[config.mk]
export PLATFORM = sky130hd
export DESIGN_NAME = piso_shift_tx
export DESIGN_NICKNAME = d
export VERILOG_FILES = /design/src/rtl/piso_shift_tx.sv
export SDC_FILE = /design/constraint.sdc
export NUM_CORES = 1
export LEC_CHECK = 0
export ABC_AREA = 1
export BUFFER_PORTS_ARGS = -buffer_cell sky130_fd_sc_hd__buf_4
export CAP_MARGIN = 20
export CORE_ASPECT_RATIO = 1.1
export CORE_MARGIN = 10
export CORE_UTILIZATION = 48
export DETAILED_ROUTE_END_ITERATION = 10
export PLACE_DENSITY_LB_ADDON = 0.1
export SLEW_MARGIN = 20
export SYNTH_ARGS = -nofsm -noshare
export SYNTH_HDL_FRONTEND = slang
export SYNTH_SLANG_ARGS = --single-unit
[constraint.sdc]
create_clock -name clk -period 1.2 [get_ports clk]
set_input_delay 0.06 -clock clk [delete_from_list [all_inputs] [get_ports clk]]
set_output_delay 0.06 -clock clk [all_outputs]
set_load 0.005 [all_outputs]
[src/rtl/piso_shift_tx.sv]
// Framed PISO transmitter: start bit, DATA_W bits LSB-first, optional even parity, stop bit.
// Define PIPO_TX_PARITY_EN to insert the parity bit between the last data bit and the stop bit.
module piso_shift_tx #(
  parameter int unsigned DATA_W       = 8,
  parameter int unsigned CLKS_PER_BIT = 4
) (
  input  logic              clk,
  input  logic              rstn,
  input  logic [DATA_W-1:0] din,
  input  logic              load_valid,
  output logic              load_ready,
  output logic              sout,
  output logic              busy,
  output logic              done
);

  localparam int unsigned DivW = (CLKS_PER_BIT > 1) ? $clog2(CLKS_PER_BIT) : 1;
  localparam int unsigned BitW = (DATA_W > 1) ? $clog2(DATA_W) : 1;
  localparam logic [DivW-1:0] DivLast = DivW'(CLKS_PER_BIT - 1);
  localparam logic [BitW-1:0] BitLast = BitW'(DATA_W - 1);

  typedef enum logic [2:0] {StIdle, StStart, StData, StParity, StStop} state_e;

  state_e              state_q, state_d;
  logic [DivW-1:0]     div_q, div_d;
  logic [BitW-1:0]     bit_q, bit_d;
  logic [DATA_W-1:0]   shreg_q, shreg_d;
  logic                sout_q, sout_d;
  logic                done_q, done_d;
  logic                tick;
`ifdef PIPO_TX_PARITY_EN
  logic                parity_q, parity_d;
`endif

  assign tick = (div_q == DivLast);

  always_comb begin
    state_d = state_q;
    div_d   = div_q;
    bit_d   = bit_q;
    shreg_d = shreg_q;
    done_d  = 1'b0;
`ifdef PIPO_TX_PARITY_EN
    parity_d = parity_q;
`endif
    if (state_q != StIdle) begin
      div_d = tick ? '0 : div_q + DivW'(1);
    end
    unique case (state_q)
      StIdle: begin
        if (load_valid) begin
          shreg_d = din;
          div_d   = '0;
          bit_d   = '0;
          state_d = StStart;
`ifdef PIPO_TX_PARITY_EN
          parity_d = ^din;
`endif
        end
      end
      StStart: if (tick) state_d = StData;
      StData: begin
        if (tick) begin
          shreg_d = shreg_q >> 1;
          if (bit_q == BitLast) begin
            bit_d = '0;
`ifdef PIPO_TX_PARITY_EN
            state_d = StParity;
`else
            state_d = StStop;
`endif
          end else begin
            bit_d = bit_q + BitW'(1);
          end
        end
      end
`ifdef PIPO_TX_PARITY_EN
      StParity: if (tick) state_d = StStop;
`endif
      StStop: begin
        if (tick) begin
          state_d = StIdle;
          done_d  = 1'b1;
        end
      end
      default: state_d = StIdle;
    endcase
  end

  // The line is registered from the next state so it changes on the same edge as the FSM.
  always_comb begin
    sout_d = 1'b1;
    unique case (state_d)
      StStart:  sout_d = 1'b0;
      StData:   sout_d = shreg_d[0];
`ifdef PIPO_TX_PARITY_EN
      StParity: sout_d = parity_d;
`endif
      default:  sout_d = 1'b1;
    endcase
  end

  always_ff @(posedge clk or negedge rstn) begin
    if (!rstn) begin
      state_q <= StIdle;
      div_q   <= '0;
      bit_q   <= '0;
      shreg_q <= '0;
      sout_q  <= 1'b1;
      done_q  <= 1'b0;
`ifdef PIPO_TX_PARITY_EN
      parity_q <= 1'b0;
`endif
    end else begin
      state_q <= state_d;
      div_q   <= div_d;
      bit_q   <= bit_d;
      shreg_q <= shreg_d;
      sout_q  <= sout_d;
      done_q  <= done_d;
`ifdef PIPO_TX_PARITY_EN
      parity_q <= parity_d;
`endif
    end
  end

  assign load_ready = (state_q == StIdle);
  assign busy       = ~load_ready;
  assign sout       = sout_q;
  assign done       = done_q;

endmodule

==> results of run 1 <==
==> metrics by stage <==
| stage | hold slack [ns] | total power [mW] | worst slack [ns] |
|---|---|---|---|
| floorplan | -0.236 | 1.67 | 0.0473 |
| global placement | -0.0585 | 2.09 | -0.0109 |
| detailed placement | -0.0580 | 2.13 | -0.0373 |
| CTS | 0.0367 | 2.54 | -0.0538 |
| global route | 0.0500 | 3.05 | -0.156 |
| finish | 0.0485 | 2.82 | -0.0933 |
==> what timing repair did <==
item,in CTS,in global routing
endpoints found under the setup margin,13,14
pin swaps,1,17
hold buffers,3,0
buffers inserted,3,5
gates resized for setup,4,24
hold endpoints to repair,20,0
==> cells in the mapped netlist (all sizes together) <==
master / count / share of area [%]
nor3: 1 / 0.54
o21ai: 4 / 3.4
nand4: 1 / 0.68
inv: 17 / 7.2
nand2: 60 / 26
ha: 3 / 4.1
o31ai: 1 / 0.82
dfstp: 1 / 2.9
nand3: 8 / 4.9
nor2: 4 / 3.3
dfrtp: 17 / 46
==> per-layer routing <==
| metal | part of all wire (%) | wire [µm] | vias up |
|---|---|---|---|
| met3 | 5.5 | 124 | 4 |
| met4 | 1.0 | 23 | 0 |
| met2 | 50 | 1140 | 18 |
| li1 | - | - | 431 |
| met5 | 0 | 0 | - |
| met1 | 43 | 975 | 399 |
==> report_power, final <==
group / internal, mW / switching [mW] / total [mW] / leakage, nW
combinational: 0.695 / 0.807 / 1.50 / 0.463
sequential: 0.847 / 0.159 / 1.01 / 0.228
clock: 0.129 / 0.186 / 0.315 / 0.0150
==> kinds of logic (layout without fill, tap and decap cells) <==
kind of cell,after synthesis,after routing,synth area share (%)
buf+inv,17,54,7.20
simple gates,74,74,35.5
flops,18,18,49.0
fa+ha+maj,3,3,4.08
compound gates,5,5,4.21
==> worst max-delay path, cell delays in order (launching register included) <==
cell     delay [ns]
dfrtp_1        0.44
nor2_4         0.14
buf_4          0.12
nand2_4        0.06
inv_2          0.07
buf_4          0.11
==> final cells by class <==
| class | count | area share (%) |
|---|---|---|
| tap | 18 | 1.70 |
| timing repair buffer | 33 | 20.2 |
| clock buffer | 4 | 1.99 |
| multi-input combinational | 82 | 36.3 |
| sequential | 18 | 34.3 |
| inverter | 17 | 5.59 |
==> registers in the layout, indices dropped and copies added, names as in the netlist <==
name,cells
sout,1
state_q,3
done,1
div_q,2
bit_q,3
shreg_q,8
==> worst max-delay path by stage <==
stage | slack (ns) | cells past startpoint | endpoint | startpoint
global route | -0.16 | 5 | load_ready | state_q[0]
global placement | -0.01 | 8 | sout | bit_q[0]
floorplan | 0.05 | 8 | sout | bit_q[0]
detailed placement | -0.04 | 8 | sout | bit_q[0]
finish | -0.09 | 5 | load_ready | state_q[0]
CTS | -0.05 | 7 | bit_q[1] | state_q[0]
==> results.py, run 1 <==
metrics = {
    "placed_design": {
        "portBuffers": 14,
        "dp_hpwl_um": 1530,
        "placed_cell_area_mm2": 0.00111,
        "dp.cells": 157,
        "place.gp.congestion": 0.816,
    },
    "worst_setup_path": {
        "worstPathRequired_ns": 1.14,
        "start_kind": "register",
        "r2r-end": "sout",
        "reg2reg_slack_ns": -0.08,
        "regToRegStartpoint": "state_q[0]",
        "rr_worst_depth": 10,
        "cp_max_fo": 5,
        "cp.arrival_ns": 1.23,
        "cp-end-kind": "primary output",
        "worstSetupPathType": "reg2out",
    },
    "finish": {
        "drive_above_1_share_pct": 39.0,
        "utilization_pct": 73.3,
        "fill_cells": 142,
        "layout_commonest_cell": "nand2_1",
        "antenna_cells": 0,
        "final_cell_mix": "52 x nand2_1, 27 x buf_4, 16 x dfrtp_1",
        "fin_area_mm2": 0.00132,
        "final_cells": 172,
        "multiInputGateArea_um2": 479,
        "area_delta_synth_final_pct": 43.5,
        "register_area_um2": 453,
        "nets": 169,
    },
    "global_routing": {
        "met3_usage_pct": 4.42,
        "grt_pass1_wl_um": 3780,
        "overflow": 0,
        "met1_usage_pct": 11.9,
        "grt_pass1_vias": 958,
        "top_usage_layer": "met2",
        "grtUsageMet2_pct": 20.2,
        "grt_max_degree": 19,
        "grt_usage_pct": 11.9,
        "antenna_found_initial": 0,
    },
    "routing": {
        "via_per_inst": 4.95,
        "drt_iter0_drc": 21,
        "dr.pass1.iters": 4,
        "wl_per_cell_um": 13.2,
        "ant_nets": 0,
        "vias": 852,
        "finalWirelength_um": 2260,
        "drc": 0,
    },
    "yosys": {
        "synth_cells": 117,
        "syn_avg_cell_area_um2": 7.87,
        "synth_area_um2": 921,
        "ys_seq_area_share_pct": 49.0,
        "synth_warnings": 0,
        "synth_cell_types": 18,
        "syn-num-nets": 131,
        "ys_ff_latch": 18,
    },
    "sta": {
        "max_slew_margin_pct": 83.2,
        "fmax_mhz": 773,
        "slew_violations": 0,
        "fin_skew_ns": 0.00773,
        "setup_viol_count_final": 13,
        "finalCriticalPeriod_ns": 1.29,
        "rsz0062_at_grt": "yes",
        "setup_slack_ns": -0.0933,
        "tightestPinTransition_ns": 0.249,
        "setup_tns_ns": -0.842,
        "finalHoldViolCount": 0,
        "period_share_pct": 108,
    },
    "floorplan": {
        "core_region_area_mm2": 0.00180,
        "dieArea_mm2": 0.00407,
        "die_y_um": 65.9,
        "start_util_pct": 51.1,
        "io_pins": 15,
        "fp.dieW_um": 61.8,
        "num_rows": 16,
    },
    "cts": {
        "clk_latency_ns": 0.29,
        "numCtsBuffers": 3,
        "clkTransAtPathRegs_ns": 0.11,
        "cts_buffer_depth": 2,
        "cts_num_sinks": 18,
        "cts_tree": "done",
        "cts_root_buf": "clkbuf_4",
        "htreeDepth": 1,
    },
    "min_path": {
        "holdPathEnd": "shreg_q[3]",
        "holdCritStartpoint": "din[3]",
        "hold_depth": 5,
        "hp-class": "in2reg",
    },
    "job": {
        "max_cap_viol_count": 0,
    },
    "pwr": {
        "ir_drop_mv": 1.06,
        "power_density_mw_per_mm2": 2140,
        "p_leak_nw": 0.706,
    },
    "status": {
        "violations": "setup timing",
        "outcome": "finished with violations",
    },
}
Power figures use the tool's default switching activity.
==> inputs of run 2 (changes only) <==
CORE_UTILIZATION = 30   (was 48)
SLEW_MARGIN = not set   (was 20)
==> run 2 against run 1 <==
Net effect:
- the flow still finishes with violations (setup timing)
- via count decreased by 3.1%
- global-route usage decreased by 3.9 points
- die area increased by 40%
- fmax increased by 0.95%
- highest routed layer unchanged
- final cell count increased by 7.6%
- largest cell class unchanged
- design area decreased by 0.85%
- combinational power decreased by 6%
- critical path type is now reg2reg
- critical endpoint is now shreg_q[6]
- wire length decreased by 2.8%
- first-iteration DRC count increased by 81%
- non-clock buffer count decreased by 3
- register-to-register slack about the same
==> results.py, run 2 (synthesized netlist as in run 1, its figures left out) <==
metrics = {
    "global_routing": {
        "antenna_found_initial": 0,
        "grt_pass1_vias": 874,
        "grt_usage_pct": 8.01,
        "grt_pass1_wl_um": 3800,
        "overflow": 0,
        "grt_max_degree": 19,
    },
    "floorplan": {
        "fp.dieW_um": 72.8,
        "io_pins": 15,
        "die_y_um": 78.1,
        "dieArea_mm2": 0.00569,
        "num_rows": 21,
        "core_region_area_mm2": 0.00300,
        "start_util_pct": 30.7,
    },
    "sta": {
        "rsz0062_at_grt": "yes",
        "tightestPinTransition_ns": 0.239,
        "finalCriticalPeriod_ns": 1.28,
        "period_share_pct": 107,
        "setup_slack_ns": -0.0810,
        "fin_skew_ns": 0.00356,
        "setup_tns_ns": -0.744,
        "slew_violations": 0,
        "fmax_mhz": 781,
        "setup_viol_count_final": 13,
        "max_slew_margin_pct": 84.1,
        "finalHoldViolCount": 0,
    },
    "finish": {
        "antenna_cells": 0,
        "final_cell_mix": "54 x nand2_1, 24 x buf_4, 16 x dfrtp_1",
        "fill_cells": 326,
        "layout_commonest_cell": "nand2_1",
        "top_register": "shreg_q",
        "largest_reg_flops": 8,
        "nets": 166,
        "largestRegisters": "shreg_q x8, bit_q x3, state_q x3",
        "area_delta_synth_final_pct": 42.3,
        "drive_above_1_share_pct": 35.8,
    },
    "routing": {
        "dr.pass1.iters": 2,
        "via_per_inst": 4.46,
        "ant_nets": 0,
        "drt_iter0_drc": 38,
        "vias": 826,
        "finalWirelength_um": 2200,
        "wl_per_cell_um": 11.9,
        "drc": 0,
    },
    "cts": {
        "htreeDepth": 1,
        "clk_latency_ns": 0.29,
        "cts_root_buf": "clkbuf_4",
        "numCtsBuffers": 3,
        "clkTransAtPathRegs_ns": 0.11,
        "cts_tree": "done",
        "cts_buffer_depth": 2,
        "cts_num_sinks": 18,
    },
    "min_path": {
        "hold_depth": 5,
        "hp-class": "in2reg",
        "holdCritStartpoint": "din[3]",
        "holdPathEnd": "shreg_q[3]",
    },
    "worst_setup_path": {
        "cp.arrival_ns": 1.51,
        "worst_path_most_repeated_cell": "nand2_1",
        "crit_chain": "nor2_4 -> buf_6 -> nand2_8 -> nor2_4 -> nand2_1 -> nand2_1 -> inv_1 -> nand2_1",
        "rr_worst_depth": 8,
        "reg2reg_slack_ns": -0.08,
        "worstPathRequired_ns": 1.43,
        "slowest_delay_ns": 0.44,
        "cp_max_fo": 7,
        "crit_slowest_cell": "dfrtp_1",
        "r2r-end": "shreg_q[6]",
        "worstSetupPathType": "reg2reg",
        "cp-end-kind": "register",
        "regToRegStartpoint": "state_q[2]",
        "start_kind": "register",
    },
    "status": {
        "violations": "setup timing",
        "outcome": "finished with violations",
    },
    "placed_design": {
        "post-place-ws_ns": -0.0581,
        "place.gp.congestion": 0.724,
        "dp_hpwl_um": 1610,
        "portBuffers": 14,
    },
    "pwr": {
        "p_leak_nw": 0.690,
        "power_density_mw_per_mm2": 2110,
        "ir_drop_mv": 1.06,
    },
    "job": {
        "max_cap_viol_count": 0,
    },
}
==> run 2: final cells by class <==
cell class / count / area [µm²] / area share, %
Multi-Input combinational cell: 82 / 473 / 36.1
Inverter: 17 / 71.3 / 5.44
Clock buffer: 4 / 26.3 / 2.01
Tap cell: 34 / 42.5 / 3.25
Sequential cell: 18 / 453 / 34.6
Timing Repair Buffer: 30 / 244 / 18.6
==> run 2: how the worst max path moves through the flow <==
stage | startpoint | to | slack (ns) | cells past startpoint
2_1_floorplan | bit_q[0] | sout | 0.05 | 8
3_3_place_gp | bit_q[0] | sout | -0.05 | 8
3_5_place_dp | bit_q[0] | sout | -0.06 | 8
4_1_cts | state_q[0] | load_ready | -0.08 | 5
5_1_grt | state_q[2] | shreg_q[2] | -0.16 | 8
6_report | state_q[2] | shreg_q[6] | -0.08 | 8
==> run 2: power breakdown <==
group          total (mW)  switching (mW)  internal [mW]  leakage (nW)
logic                1.41           0.735          0.676         0.447
clock network       0.318           0.188          0.129        0.0150
registers            1.03           0.186          0.847         0.228
total                2.76            1.11           1.65         0.690
==> run 2: stage by stage <==
step / area (µm²) / power, mW / utilization (%) / std cells / hold slack, ns
6_report: 1310 / 2.76 / 43.7 / 185 / 0.0414
5_1_grt: 1310 / 3.01 / 43.7 / 185 / 0.0435
4_1_cts: 1210 / 2.55 / 40.3 / 181 / 0.0303
3_5_place_dp: 1120 / 2.13 / 37.4 / 172 / -0.0510
3_3_place_gp: 1120 / 2.10 / 37.4 / 172 / -0.0487
2_1_floorplan: 921 / 1.67 / - / 117 / -0.236
==> run 2: repair_timing <==
action                                  CTS  global route
hold endpoints to repair                 20             0
gates cloned                              0             0
hold buffers                              3             0
gates resized for setup                   6            18
endpoints found under the setup margin   13            15
buffers inserted                          2             4
pin swaps                                 2            21
==> run 2: worst max-delay path: cells and delay by family (launching register included) <==
family        cells  cell delay, ns
buf+inv           2            0.16
simple gates      6            0.62
flops             1            0.44
==> run 2: routing by layer <==
| layer | part of all wire, % | GRT usage, % | wire length, µm |
|---|---|---|---|
| met1 | 44 | 9.23 | 974 |
| met2 | 51 | 13.6 | 1110 |
| met3 | 4.3 | 2.26 | 95 |
| met4 | 0.64 | 2.85 | 14 |
| met5 | 0 | 0 | 0 |
==> inputs of run 3 (changes only) <==
CORE_MARGIN = 3   (was 10)
==> run 3 against run 2 <==
Net effect:
- the flow still finishes with violations (setup timing)
- worst setup slack gained 0.032 ns
- critical path depth is 3 lower
- clock power is essentially flat
- design area is 4.7% lower
- non-clock buffer count decreased by 2
- global-route usage grew 4.0 points
- via count is 0.97% lower
- power decreased by 6.0%
- clock-buffer cell count unchanged
- final cell count decreased by 1.6%
- largest cell class is now flip-flops and latches
- highest routed layer unchanged
==> results.py, run 3 (synthesized netlist as in run 1, its figures left out) <==
metrics = {
    "finish": {
        "area_delta_synth_final_pct": 35.6,
        "top_register": "shreg_q",
        "layout_commonest_cell": "nand2_1",
        "antenna_cells": 0,
        "largest_reg_flops": 8,
        "final_cells": 182,
        "largestRegisters": "shreg_q x8, bit_q x3, state_q x3",
        "nets": 164,
        "drive_above_1_share_pct": 32.2,
        "final_cell_mix": "56 x nand2_1, 23 x buf_4, 15 x dfrtp_1",
    },
    "routing": {
        "ant_nets": 0,
        "drc": 0,
        "finalWirelength_um": 1980,
        "wl_per_cell_um": 10.9,
        "dr.pass1.iters": 4,
        "vias": 818,
        "drt_iter0_drc": 16,
        "via_per_inst": 4.49,
    },
    "worst_setup_path": {
        "worstSetupPathType": "reg2out",
        "start_kind": "register",
        "crit_slowest_cell": "dfrtp_1",
        "cp-end-kind": "primary output",
        "cp.arrival_ns": 1.19,
        "slowest_delay_ns": 0.43,
        "crit_chain": "nor2_4 -> buf_4 -> nand2_4 -> inv_2 -> buf_4",
        "worstPathRequired_ns": 1.14,
        "cp_max_fo": 5,
        "worst_path_most_repeated_cell": "buf_4",
    },
    "cts": {
        "cts_buffer_depth": 2,
        "numCtsBuffers": 3,
        "clkTransAtPathRegs_ns": 0.10,
        "htreeDepth": 1,
        "clk_latency_ns": 0.29,
        "cts_root_buf": "clkbuf_4",
        "cts_num_sinks": 18,
        "cts_tree": "done",
    },
    "sta": {
        "fmax_mhz": 801,
        "setup_tns_ns": -0.370,
        "hold-worst-slack_ns": 0.0347,
        "finalHoldViolCount": 0,
        "setup_slack_ns": -0.0491,
        "finalCriticalPeriod_ns": 1.25,
        "max_slew_margin_pct": 83.9,
        "rsz0062_at_grt": "yes",
        "tightestPinTransition_ns": 0.241,
        "fin_skew_ns": 0.00126,
        "setup_viol_count_final": 12,
        "period_share_pct": 104,
        "slew_violations": 0,
    },
    "floorplan": {
        "dieArea_mm2": 0.00377,
        "num_rows": 20,
        "io_pins": 15,
        "die_y_um": 64.1,
        "start_util_pct": 32.3,
        "fp.dieW_um": 58.8,
        "core_region_area_mm2": 0.00285,
    },
    "placed_design": {
        "dp.cells": 174,
        "dp_hpwl_um": 1430,
        "place.gp.congestion": 0.685,
        "portBuffers": 14,
    },
    "global_routing": {
        "overflow": 0,
        "grt_pass1_wl_um": 3510,
        "grt_pass1_vias": 823,
        "grt_max_degree": 19,
        "antenna_found_initial": 0,
        "grt_usage_pct": 12.0,
    },
    "pwr": {
        "finalPower_mw": 2.60,
        "ir_drop_mv": 1.25,
        "p_leak_nw": 0.683,
        "power_density_mw_per_mm2": 2080,
    },
    "status": {
        "outcome": "finished with violations",
        "violations": "setup timing",
    },
    "min_path": {
        "hp-class": "in2reg",
    },
    "job": {
        "max_cap_viol_count": 0,
    },
}
-- run 3: layout make-up --
class / count / area [µm²]
multi-input cells: 82 / 430
repair buffers: 28 / 225
inverters: 17 / 71.3
fillers: 313 / 1600
well taps: 33 / 41.3
flip-flops and latches: 18 / 454
clock buffers: 4 / 26.3
-- run 3: per-stage QoR --
step                util [%]  area, µm²  setup slack, ns
floorplan                  -        921           0.0473
global placement        40.0       1140          -0.0301
detailed placement      40.0       1140          -0.0157
CTS                     42.8       1220          -0.0745
global route            43.8       1250           -0.131
finish                  43.8       1250          -0.0491
-- run 3: final timing paths --
kind	startpoint	end	slack [ns]	cells after the start
worst max register to register	state_q[2]	shreg_q[2]	-0.04	7
worst max-delay path	state_q[2]	load_ready	-0.05	5
worst min register to register	shreg_q[4]	shreg_q[4]	0.48	2
worst min-delay path	din[5]	shreg_q[5]	0.03	5
min in group asynchronous	rstn	shreg_q[0]	0.17	2
max in group asynchronous	rstn	sout	0.77	2
-- run 3: power by group --
group          internal, mW  leakage [nW]  total, mW  switching (mW)
clock network         0.129        0.0150      0.319           0.190
registers             0.850         0.227       1.02           0.171
logic                 0.593         0.441       1.26           0.662
-- run 3: layer usage --
metal  vias to the layer above  track usage (%)  part of all wire (%)
li1                        421                -                     -
met3                         2             2.42                   3.3
met2                        11             19.9                    49
met1                       384             14.9                    47
met5                         -                0                     0
met4                         0             5.10                  0.81
-- run 3: worst max-delay path, delay by kind of cell (launching register included) --
kind	cells	cell delay, ns
DFF	1	0.43
and+or+nand+nor	2	0.18
buffers and inverters	3	0.28
-- run 3: timing repair --
action | CTS | global route
resized for setup | 6 | 9
endpoints found under the hold margin | 20 | 0
setup endpoints to repair | 7 | 16
pin swaps | 2 | 9
buffers inserted | 1 | 0
hold buffers | 3 | 0
